--- src/rtl/heavyhash_mv_ctrl_pkg.sv ---
// ---------------------------------------------------------------------------
// heavyhash_pkg
// Shared constants and types for the HeavyHash matrix-vector sequencer.
// The matrix is NROW x NCOL nibbles and is processed NPE rows at a time.
// Each pass walks NBEAT memory beats of four columns per PE.
// ---------------------------------------------------------------------------
package heavyhash_pkg;

  // Array geometry. The defaults give 4 passes of 16 beats.
  localparam int NPE    = 16;
  localparam int NROW   = 64;
  localparam int NCOL   = 64;
  localparam int NBEAT  = NCOL / 4;
  localparam int NPASS  = NROW / NPE;
  localparam int AW     = $clog2(NPASS * NBEAT);
  localparam int BEAT_W = $clog2(NBEAT);
  localparam int PASS_W = $clog2(NPASS);

  // Bus widths. A memory beat carries four nibbles for each PE.
  localparam int NIB_W = 4;
  localparam int VEC_W = NCOL * NIB_W;
  localparam int RES_W = NROW * NIB_W;
  localparam int X_W   = 4 * NIB_W;
  localparam int M_W   = NPE * X_W;

  // PE accumulator format. Bits [13:10] of the row sum are the result
  // nibble, so the low ten bits are discarded.
  localparam int PE_ACC_W = 14;
  localparam int OUT_MSB  = 13;
  localparam int OUT_LSB  = 10;

  typedef enum logic [2:0] {
    IDLE,
    CLR,
    WAIT,
    MAC,
    DRAIN,
    CAP,
    DONE
  } state_t;

endpackage

--- src/rtl/heavyhash_mv_ctrl_if.sv ---
// ---------------------------------------------------------------------------
// heavyhash_mv_ctrl_if
// Job-level handshakes of the sequencer.
//   in_valid / in_ready / in_vec    : 256-bit SHA3 vector in (element j = in_vec[4j+3:4j])
//   res_valid / res_ready / res_vec : 256-bit product vector out (row r = res_vec[4r+3:4r])
// The slave modport is the sequencer. The master modport is whoever feeds it
// and consumes the result.
// ---------------------------------------------------------------------------
interface heavyhash_mv_ctrl_if;
  import heavyhash_pkg::*;

  logic             in_valid;
  logic             in_ready;
  logic [VEC_W-1:0] in_vec;
  logic             res_valid;
  logic             res_ready;
  logic [RES_W-1:0] res_vec;

  modport master (
    output in_valid, in_vec, res_ready,
    input  in_ready, res_valid, res_vec
  );

  modport slave (
    input  in_valid, in_vec, res_ready,
    output in_ready, res_valid, res_vec
  );

endinterface

--- src/rtl/heavyhash_mv_ctrl.sv ---
// ---------------------------------------------------------------------------
// heavyhash_mv_ctrl
// Sequencer for the HeavyHash PE array. For each accepted vector it runs
// NPASS passes over the matrix memory. Each pass clears the PEs, streams
// NBEAT beats of matrix data and vector slices into them, and captures bits
// [13:10] of every accumulator into the result vector.
//
// Ports
//   clk, rst_n     : clock, asynchronous active-low reset
//   job_if         : vector-in / result-out handshakes (slave side)
//   mat_rd_en_o    : matrix memory read strobe (data returns one cycle later)
//   mat_addr_o     : pass*NBEAT + beat
//   mat_rdata_i    : NPE x 16-bit row slices for the current beat
//   pe_clr_o       : PE accumulator clear (all PEs)
//   pe_en_o        : PE multiply-accumulate enable (all PEs)
//   pe_m_o         : per-PE matrix operand
//   pe_x_o         : broadcast vector operand
//   pe_out_i       : NPE x 14-bit accumulators
//   busy_o         : a job is in flight
// ---------------------------------------------------------------------------
module heavyhash_mv_ctrl
  import heavyhash_pkg::*;
(
  input  logic                      clk,
  input  logic                      rst_n,
  heavyhash_mv_ctrl_if.slave        job_if,
  output logic                      mat_rd_en_o,
  output logic [AW-1:0]             mat_addr_o,
  input  logic [M_W-1:0]            mat_rdata_i,
  output logic                      pe_clr_o,
  output logic                      pe_en_o,
  output logic [M_W-1:0]            pe_m_o,
  output logic [X_W-1:0]            pe_x_o,
  input  logic [NPE*PE_ACC_W-1:0]   pe_out_i,
  output logic                      busy_o
);

  localparam logic [BEAT_W-1:0] LAST_BEAT    = BEAT_W'(NBEAT - 1);
  localparam logic [BEAT_W-1:0] PRELAST_BEAT = BEAT_W'(NBEAT - 2);
  localparam logic [PASS_W-1:0] LAST_PASS    = PASS_W'(NPASS - 1);

  state_t              state_q;
  logic [PASS_W-1:0]   pass_q;
  logic [BEAT_W-1:0]   beat_q;
  logic [VEC_W-1:0]    vec_q;
  logic [RES_W-1:0]    resVec_q;
  logic                inReady_q;
  logic                resValid_q;
  logic                busy_q;
  logic                peClr_q;
  logic                peEn_q;
  logic                matRdEn_q;
  logic [AW-1:0]       matAddr_q;
  logic                unusedAccBits;

  // Sequencer FSM, pass/beat counters and result capture in one process.
  // Every control output is registered and updated on the edge that enters
  // the state it belongs to, so it is glitch-free for the whole state.
  // Because memory data arrives one cycle after the strobe, the read for
  // beat b+1 is issued while beat b is being consumed. WAIT issues the read
  // for beat 0, and MAC stops issuing reads once the last beat is in flight.
  // DRAIN keeps pe_en high for one extra cycle so the PE product register
  // folds its last product into the accumulator before CAP samples it.
  always_ff @(posedge clk or negedge rst_n) begin
    if (!rst_n) begin
      state_q     <= IDLE;
      pass_q      <= '0;
      beat_q      <= '0;
      vec_q       <= '0;
      resVec_q    <= '0;
      inReady_q   <= 1'b1;
      resValid_q  <= 1'b0;
      busy_q      <= 1'b0;
      peClr_q     <= 1'b0;
      peEn_q      <= 1'b0;
      matRdEn_q   <= 1'b0;
      matAddr_q   <= '0;
    end else begin
      case (state_q)
        IDLE: begin
          if (job_if.in_valid && inReady_q) begin
            vec_q     <= job_if.in_vec;
            pass_q    <= '0;
            beat_q    <= '0;
            inReady_q <= 1'b0;
            busy_q    <= 1'b1;
            peClr_q   <= 1'b1;
            state_q   <= CLR;
          end
        end

        CLR: begin
          peClr_q   <= 1'b0;
          matRdEn_q <= 1'b1;
          matAddr_q <= {pass_q, BEAT_W'(0)};
          beat_q    <= '0;
          state_q   <= WAIT;
        end

        WAIT: begin
          peEn_q    <= 1'b1;
          matRdEn_q <= 1'b1;
          matAddr_q <= {pass_q, BEAT_W'(1)};
          state_q   <= MAC;
        end

        MAC: begin
          if (beat_q == LAST_BEAT) begin
            beat_q  <= '0;
            state_q <= DRAIN;
          end else begin
            beat_q <= beat_q + BEAT_W'(1);
            if (beat_q < PRELAST_BEAT) begin
              matRdEn_q <= 1'b1;
              matAddr_q <= {pass_q, beat_q + BEAT_W'(2)};
            end else begin
              matRdEn_q <= 1'b0;
              matAddr_q <= '0;
            end
          end
        end

        DRAIN: begin
          peEn_q  <= 1'b0;
          state_q <= CAP;
        end

        CAP: begin
          for (int i = 0; i < NPE; i++) begin
            resVec_q[(int'(pass_q) * NPE + i) * NIB_W +: NIB_W] <=
              pe_out_i[i * PE_ACC_W + OUT_LSB +: NIB_W];
          end
          if (pass_q == LAST_PASS) begin
            resValid_q <= 1'b1;
            state_q    <= DONE;
          end else begin
            pass_q  <= pass_q + PASS_W'(1);
            peClr_q <= 1'b1;
            state_q <= CLR;
          end
        end

        DONE: begin
          if (job_if.res_ready) begin
            resValid_q <= 1'b0;
            inReady_q  <= 1'b1;
            busy_q     <= 1'b0;
            state_q    <= IDLE;
          end
        end

        default: begin
          state_q <= IDLE;
        end
      endcase
    end
  end

  // Operand mux. Memory data is only meaningful in MAC, and it arrives the
  // same cycle it is consumed, so the mux is combinational from the
  // registered state. Both operands are held at zero in every other state
  // so that no stale product reaches an accumulator.
  always_comb begin
    pe_m_o = '0;
    pe_x_o = '0;
    if (state_q == MAC) begin
      pe_m_o = mat_rdata_i;
      pe_x_o = vec_q[int'(beat_q) * X_W +: X_W];
    end
  end

  // The accumulator bits below the result nibble are never needed. Folding
  // them here shows they are dropped on purpose.
  always_comb begin
    unusedAccBits = 1'b0;
    for (int i = 0; i < NPE; i++) begin
      unusedAccBits = unusedAccBits ^ (^pe_out_i[i * PE_ACC_W +: OUT_LSB]);
    end
  end

  // Drive the registered state onto the ports.
  assign job_if.in_ready  = inReady_q;
  assign job_if.res_valid = resValid_q;
  assign job_if.res_vec   = resVec_q;
  assign mat_rd_en_o      = matRdEn_q;
  assign mat_addr_o       = matAddr_q;
  assign pe_clr_o         = peClr_q;
  assign pe_en_o          = peEn_q;
  assign busy_o           = busy_q;

endmodule

--- src/flat_wrapper.sv ---
// flat-port wrapper written by rule: the top's interface ports become plain ports
module heavyhash_mv_ctrl_flat import heavyhash_pkg::*;
  (clk, rst_n, mat_rd_en_o, mat_addr_o, mat_rdata_i, pe_clr_o, pe_en_o, pe_m_o, pe_x_o, pe_out_i, busy_o, job_if_in_valid, job_if_in_vec, job_if_res_ready, job_if_in_ready, job_if_res_valid, job_if_res_vec);
  heavyhash_mv_ctrl_if job_if_i ();
  input  logic clk;
  input  logic rst_n;
  output logic mat_rd_en_o;
  output logic [AW-1:0] mat_addr_o;
  input  logic [M_W-1:0] mat_rdata_i;
  output logic pe_clr_o;
  output logic pe_en_o;
  output logic [M_W-1:0] pe_m_o;
  output logic [X_W-1:0] pe_x_o;
  input  logic [NPE*PE_ACC_W-1:0] pe_out_i;
  output logic busy_o;
  input wire logic [$bits(job_if_i.in_valid)-1:0] job_if_in_valid;
  input wire logic [$bits(job_if_i.in_vec)-1:0] job_if_in_vec;
  input wire logic [$bits(job_if_i.res_ready)-1:0] job_if_res_ready;
  output wire logic [$bits(job_if_i.in_ready)-1:0] job_if_in_ready;
  output wire logic [$bits(job_if_i.res_valid)-1:0] job_if_res_valid;
  output wire logic [$bits(job_if_i.res_vec)-1:0] job_if_res_vec;
  assign job_if_i.in_valid = job_if_in_valid;
  assign job_if_i.in_vec = job_if_in_vec;
  assign job_if_i.res_ready = job_if_res_ready;
  assign job_if_in_ready = job_if_i.in_ready;
  assign job_if_res_valid = job_if_i.res_valid;
  assign job_if_res_vec = job_if_i.res_vec;
  heavyhash_mv_ctrl u_core (.clk(clk), .rst_n(rst_n), .job_if(job_if_i), .mat_rd_en_o(mat_rd_en_o), .mat_addr_o(mat_addr_o), .mat_rdata_i(mat_rdata_i), .pe_clr_o(pe_clr_o), .pe_en_o(pe_en_o), .pe_m_o(pe_m_o), .pe_x_o(pe_x_o), .pe_out_i(pe_out_i), .busy_o(busy_o));
endmodule
--- config.mk ---
export PLATFORM = sky130hd
export DESIGN_NAME = heavyhash_mv_ctrl_flat
export DESIGN_NICKNAME = d
export VERILOG_FILES = /design/src/rtl/heavyhash_mv_ctrl_pkg.sv /design/src/rtl/heavyhash_mv_ctrl_if.sv /design/src/rtl/heavyhash_mv_ctrl.sv /design/src/flat_wrapper.sv
export SDC_FILE = /design/constraint.sdc
export NUM_CORES = 1
export LEC_CHECK = 0
export ABC_AREA = 1
export BUFFER_PORTS_ARGS = -buffer_cell sky130_fd_sc_hd__buf_4
export CAP_MARGIN = 10
export CELL_PAD_IN_SITES_DETAIL_PLACEMENT = 1
export CELL_PAD_IN_SITES_GLOBAL_PLACEMENT = 1
export CORE_AREA = 2 2 500 502
export DETAILED_ROUTE_END_ITERATION = 10
export DIE_AREA = 0 0 502 504
export PLACE_DENSITY = 0.34
export SLEW_MARGIN = 5
export SYNTH_ARGS = -nofsm -noshare
export SYNTH_HDL_FRONTEND = slang
export SYNTH_SLANG_ARGS = --single-unit
--- constraint.sdc ---
create_clock -name clk -period 4.9 [get_ports clk]
set_input_delay 1.225 -clock clk [delete_from_list [all_inputs] [get_ports clk]]
set_output_delay 1.225 -clock clk [all_outputs]
set_load 0.005 [all_outputs]
# ---- Word level (Yosys, flattened, before mapping)
# Cells that the tools add are included.
dict set report op_classes {
  add_sub_neg 34
  order_cmp 1
  eq_ne 14
  shift 33
  n_mux 46
  reduce_logical 20
}
# cell count
set ops {}
lappend ops {{bitwise mux 256 bit} 16}
lappend ops {{variable shift 4 x 33 -> 256 bit (first input constant)} 16}
lappend ops {{indexed part select 4 x 33 -> 256 bit} 16}
lappend ops {{negator 32 -> 33 bit} 15}
lappend ops {{two-way mux 256 bit} 1}
lappend ops {{indexed part select 256 x 9 -> 16 bit} 1}
lappend ops {{adder 6 x 4 -> 7 bit (second input constant)} 8}
lappend ops {{negator 8 -> 33 bit} 1}
lappend ops {{adder 6 x 3 -> 7 bit (second input constant)} 4}
lappend ops {{case mux 3 bit (7 select lines)} 1}
lappend ops {{case mux 6 bit (3 select lines)} 1}
lappend ops {{two-way mux 16 bit} 1}
lappend ops {{AND reduction 3 bit} 5}
lappend ops {{adder 6 x 2 -> 7 bit (second input constant)} 2}
lappend ops {{two-way mux 3 bit} 4}
lappend ops {{two-way mux 6 bit} 2}
lappend ops {{case mux 4 bit (3 select lines)} 1}
lappend ops {{case mux 1 bit (2 select lines)} 5}
lappend ops {{nonzero test 2 bit} 5}
lappend ops {{== test 3 bit (second input constant)} 3}
lappend ops {{nonzero test 3 bit} 3}
lappend ops {{two-way mux 1 bit} 8}
lappend ops {{two-way mux 4 bit} 2}
lappend ops {{AND reduction 2 bit} 4}
lappend ops {{17 further kinds} 23}
dict set report totals {
  reg_bits 533
  out_inout_bits 540
}

# ---- Logic depth before layout (Yosys ltp)
dict set report depth {
  word_depth 18
  ltp_mapped 12
}

# ---- Worst setup path after synthesis
# No wires, ideal clock.
dict set report synth_timing {
  path_kind {in2out}
  start {input mat_rdata_i[0]}
  end {output pe_m_o[0]}
  arrival_ps 1355
  required_ps 3675
  setup_slack_ps 2320
  cell_stages 2
  n_path_buf 0
  path_cell_list {inv_1 > nor2_1}
}
dict set report synth_between {
  elab_chain_cells 1
}
# item line_no
set synth_lines {}
lappend synth_lines {{start: declaration} flat_wrapper.sv:9} ;# input logic [M_W-1:0] mat_rdata_i;
lappend synth_lines {{two-way mux 256 bit} heavyhash_mv_ctrl.sv:166} ;# if (state_q == MAC) begin
lappend synth_lines {{end: declaration} flat_wrapper.sv:12} ;# output logic [M_W-1:0] pe_m_o;
# Every way passes these cells.

# ---- Worst setup path in the final report
dict set report layout_timing {
  start {register u_core.beat_q[0]}
  end {output pe_x_o[4]}
}
dict set report layout_between {
  elab_chain_cells 2
}
# item line_no
set layout_lines {}
lappend layout_lines {{start: declaration} heavyhash_mv_ctrl.sv:44} ;# logic [BEAT_W-1:0] beat_q;
lappend layout_lines {{start signal: assignment} heavyhash_mv_ctrl.sv:112} ;# beat_q <= beat_q + BEAT_W'(1);
lappend layout_lines {{indexed part select 256 x 9 -> 16 bit} heavyhash_mv_ctrl.sv:168} ;# pe_x_o = vec_q[int'(beat_q) * X_W +: X_W];
lappend layout_lines {{two-way mux 16 bit} heavyhash_mv_ctrl.sv:166}
lappend layout_lines {{end: declaration} flat_wrapper.sv:13} ;# output logic [X_W-1:0] pe_x_o;
# Every way passes these cells.

==> run_results.csv <==
group,metric,value,unit
timing,final-max-slew-violation-count,0,
clocking,post_cts.resized_instances,0,
logic_synthesis,yosys.area_share.adder,0.475,%
timing,achievable-frequency,233,MHz
floorplanning,die-width,502,microns
timing,worstMarginPinSlew,1130,ps
clocking,cts.sinks,533,
global_route,grt_pass1_wl,268000,microns
logic_synthesis,ys.warnings.count,0,
clocking,h-tree-depth,3,
layout,final_layout_size_suffix_gt1_share,29.0,%
placed_design,place.port_buffers,1119,
critical_path,path_delay_family,"buffers and inverters",
logic_synthesis,synth_nets,4253,
placed_design,dp_slack,1210,ps
critical_path,cp_slowest_cell,"sky130_fd_sc_hd__dfrtp_4",
critical_path,worst_setup_path_end_kind,"output port",
critical_path,critPathMaxStageDelay,650,ps
timing,final_critical_path_setup_slack,608,ps
timing,hold_viol_final,0,
logic_synthesis,post_synthesis_share_of_cell_area_spent_on_and_or_nand_and_nor_gates,25.2,%
global_route,grt_max_degree,147,
job,cap_viol_max_count,0,
hold_path,hold_path.class,"reg2reg",
floorplanning,top_level_ports,1280,
critical_path,worst_setup_path_start_kind,"register",
global_route,antenna_found_initial,81,
route,drt-initial-drc-count,1424,
logic_synthesis,postSynthRegisterBits,533,
clocking,clkTransAtPathRegs,60,ps
clocking,post_cts_hold_buffer_count,0,
run_status,outcome,"complete, no violations",
floorplanning,height_of_the_chip,504,microns
logic_synthesis,synth_top_family_by_area,"simple AND/OR/NAND/NOR gates",
logic_synthesis,synth_enable_flop_cells,0,
global_route,grt_pass1_vias,28900,
global_route,global_route.usage.met3,8.96,%
placed_design,gp_congestion,0.854,
clocking,post_cts_setup_buffer_count,0,
placed_design,post-dp-hpwl,156000,microns
timing,worst_clk_skew,21.0,ps
timing,final_period_minus_worst_setup_slack,4290,ps
floorplanning,start_util,10.6,%
timing,max_slew_headroom_at_the_worst_pin,24.6,%
global_route,grt_use_met2,23.9,%
layout,area_growth,56.1,%
route,drt_drc_violations_left,0,
floorplanning,rows,183,
logic_synthesis,synth-async-reset-ratio,100,%
logic_synthesis,synth.distinct_cells,31,
logic_synthesis,synth_ff_type,"sky130_fd_sc_hd__dfrtp_1",
logic_synthesis,syn-cell-area,26300,sq um
global_route,grt-ovfl-total,0,
clocking,clock_path_buffers,3,
timing,report.final.setup_viol,0,
route,via_count,27600,
logic_synthesis,synth-compound-area-share,10.7,%
power_and_ir_drop,static-leakage-power,20.2,nW
logic_synthesis,syn-instance-count,3503,
route,route.detailed.wl_per_inst,25.4,microns
critical_path,worstPathBufferInverterCount,4,
critical_path,crit_fanout,69,
route,final_antenna_net_count,0,
clocking,cts_buffers,82,
critical_path,rrSetupSlack,1730,ps
power_and_ir_drop,ir_worst_vdd,0.345,mV
floorplanning,core_area,248000,sq um
route,first_pass_iters,5,
global_route,grt.met1_usage,18.5,%
global_route,globalRouteTotalUtil,15.5,%
layout,layout.nets,5266,
power_and_ir_drop,power.density_cell_area,622,nW/um^2
global_route,globalRoute.busiestLayer,"met2",
hold_path,worst_hold_path.num_cells,2,
clocking,clock-root-buffer,"sky130_fd_sc_hd__clkbuf_16",
timing,fin_setup_tns,0,ps
critical_path,total_stage_count_of_the_critical_path,10,
logic_synthesis,synth.avg_cell_area,7.52,sq um
route,wirelength,201000,microns
critical_path,timing.critical_path.cells,"inv_4, buf_12, nand2_1, nand3_1, nand2_1, nand2_1, nand2_1, inv_1, a21oi_1, buf_4",
logic_synthesis,synth_seq_area_share,50.6,%
timing,timing.final.crit_share,87.6,%
clocking,tritoncts,"done",
logic_synthesis,post_synth_mux_area_share,0,%
critical_path,r2r.worst_path.cells,7,
critical_path,cp.required,3670,ps
critical_path,crit_type,"reg2out",
floorplanning,floorplan.die_area,253000,sq um
timing,grt_setup_unrepaired,"no",
clocking,worstSkewPairLatency,690,ps
critical_path,path_common_cell,"sky130_fd_sc_hd__nand2_1",
logic_synthesis,synthXorXnorAreaFrac,0.0332,%
critical_path,worstPathArrival,3070,ps
route,routed_via_density,3.48,
per-stage QoR:
stage | std cells | total power [mW] | cell area [sq um] | hold slack, ps | utilization (%)
2_1_floorplan | 3503 | 12.5 | 26300 | 464 | -
3_3_place_gp | 7762 | 20.0 | 38400 | 467 | 15.5
3_5_place_dp | 7762 | 20.1 | 38400 | 474 | 15.5
4_1_cts | 7904 | 26.5 | 41100 | 488 | 16.6
5_1_grt | 7909 | 27.8 | 41100 | 507 | 16.6
6_report | 7921 | 25.6 | 41100 | 481 | 16.6
layout by cell type (no fill, tap or decap), types with 10 or more instances in the layout:
master / count
sky130_fd_sc_hd__a21oi_1: 23
sky130_fd_sc_hd__buf_12: 20
sky130_fd_sc_hd__buf_4: 1160
sky130_fd_sc_hd__clkbuf_1: 21
sky130_fd_sc_hd__clkbuf_16: 84
sky130_fd_sc_hd__clkbuf_8: 17
sky130_fd_sc_hd__clkinv_2: 11
sky130_fd_sc_hd__dfrtp_1: 528
sky130_fd_sc_hd__diode_2: 17
sky130_fd_sc_hd__ha_1: 10
sky130_fd_sc_hd__inv_1: 548
sky130_fd_sc_hd__nand2_1: 864
sky130_fd_sc_hd__nand3_1: 377
sky130_fd_sc_hd__nand4_1: 66
sky130_fd_sc_hd__nor2_1: 269
sky130_fd_sc_hd__o21ai_0: 507
sky130_fd_sc_hd__o21ai_1: 17
metal layers:
layer | vias up | share of wire, % | routed length [microns]
li1 | 13000 | - | -
met1 | 13400 | 41 | 82800
met2 | 947 | 44 | 88400
met3 | 204 | 13 | 26300
met4 | 40 | 1.7 | 3450
met5 | - | 0.13 | 262
tightest hold or removal path: stages, from the launching register on:
cell and delay [ps]:
sky130_fd_sc_hd__dfrtp_1 340, sky130_fd_sc_hd__nand2_1 50, sky130_fd_sc_hd__nand2_1 50
worst paths after layout:
kind,end,startpoint
worst max-delay path,pe_x_o[4],u_core.beat_q[0]
worst min-delay path,u_core.job_if.res_valid,u_core.job_if.res_valid
worst max register to register,u_core.job_if.res_vec[4],u_core.pass_q[0]
worst min register to register,u_core.job_if.res_valid,u_core.job_if.res_valid
max in group asynchronous,u_core.vec_q[53],rst_n
min in group asynchronous,u_core.job_if.res_vec[178],rst_n
state kept, by name (all words and copies together), names as in the netlist, 2 cells and up:
signal / count
u_core.beat_q: 4
u_core.job_if.res_vec: 256
u_core.mat_addr_o: 6
u_core.pass_q: 2
u_core.state_q: 3
u_core.vec_q: 256
synthesized netlist by cell type (2+ instances only):
library cell	instances	area (sq um)
sky130_fd_sc_hd__o41ai_1	4	35.0
sky130_fd_sc_hd__dfrtp_1	532	13300
sky130_fd_sc_hd__clkbuf_1	86	323
sky130_fd_sc_hd__a21oi_1	23	115
sky130_fd_sc_hd__buf_1	13	48.8
sky130_fd_sc_hd__ha_1	10	125
sky130_fd_sc_hd__clkinv_1	3	11.3
sky130_fd_sc_hd__buf_4	56	420
sky130_fd_sc_hd__o31ai_1	4	30.0
sky130_fd_sc_hd__buf_2	94	470
sky130_fd_sc_hd__inv_1	554	2080
sky130_fd_sc_hd__nand2_1	864	3240
sky130_fd_sc_hd__nand2_2	2	12.5
sky130_fd_sc_hd__nor2_1	270	1010
sky130_fd_sc_hd__o21ai_0	507	2540
sky130_fd_sc_hd__o21ai_1	17	85.1
sky130_fd_sc_hd__nor3_1	3	15.0
sky130_fd_sc_hd__buf_6	3	33.8
sky130_fd_sc_hd__inv_2	5	18.8
sky130_fd_sc_hd__nand4_1	66	413
sky130_fd_sc_hd__nand3_1	377	1890
logic make-up after synthesis:
kind of cell	Yosys count
AND/OR/NAND/NOR	1587
XOR/XNOR	1
AO/OA/AOI/OAI	558
adder cells (fa/ha/maj)	10
buffers and inverters	814
flip-flops	533
final cells by class:
class | count | area, sq um
Multi-Input combinational cell | 2156 | 9620
Fill cell | 29500 | 206000
Inverter | 562 | 2130
Antenna cell | 17 | 42.5
Clock buffer | 122 | 2410
Tap cell | 3330 | 4170
Sequential cell | 533 | 13400
Clock inverter | 20 | 272
Timing Repair Buffer | 1181 | 9120
power breakdown:
group / switching (mW) / internal (mW)
clock: 2.46 / 3.57
sequential: 1.10 / 6.56
combinational: 7.55 / 4.33
total: 11.1 / 14.5
(Power assumes the default switching activity.)
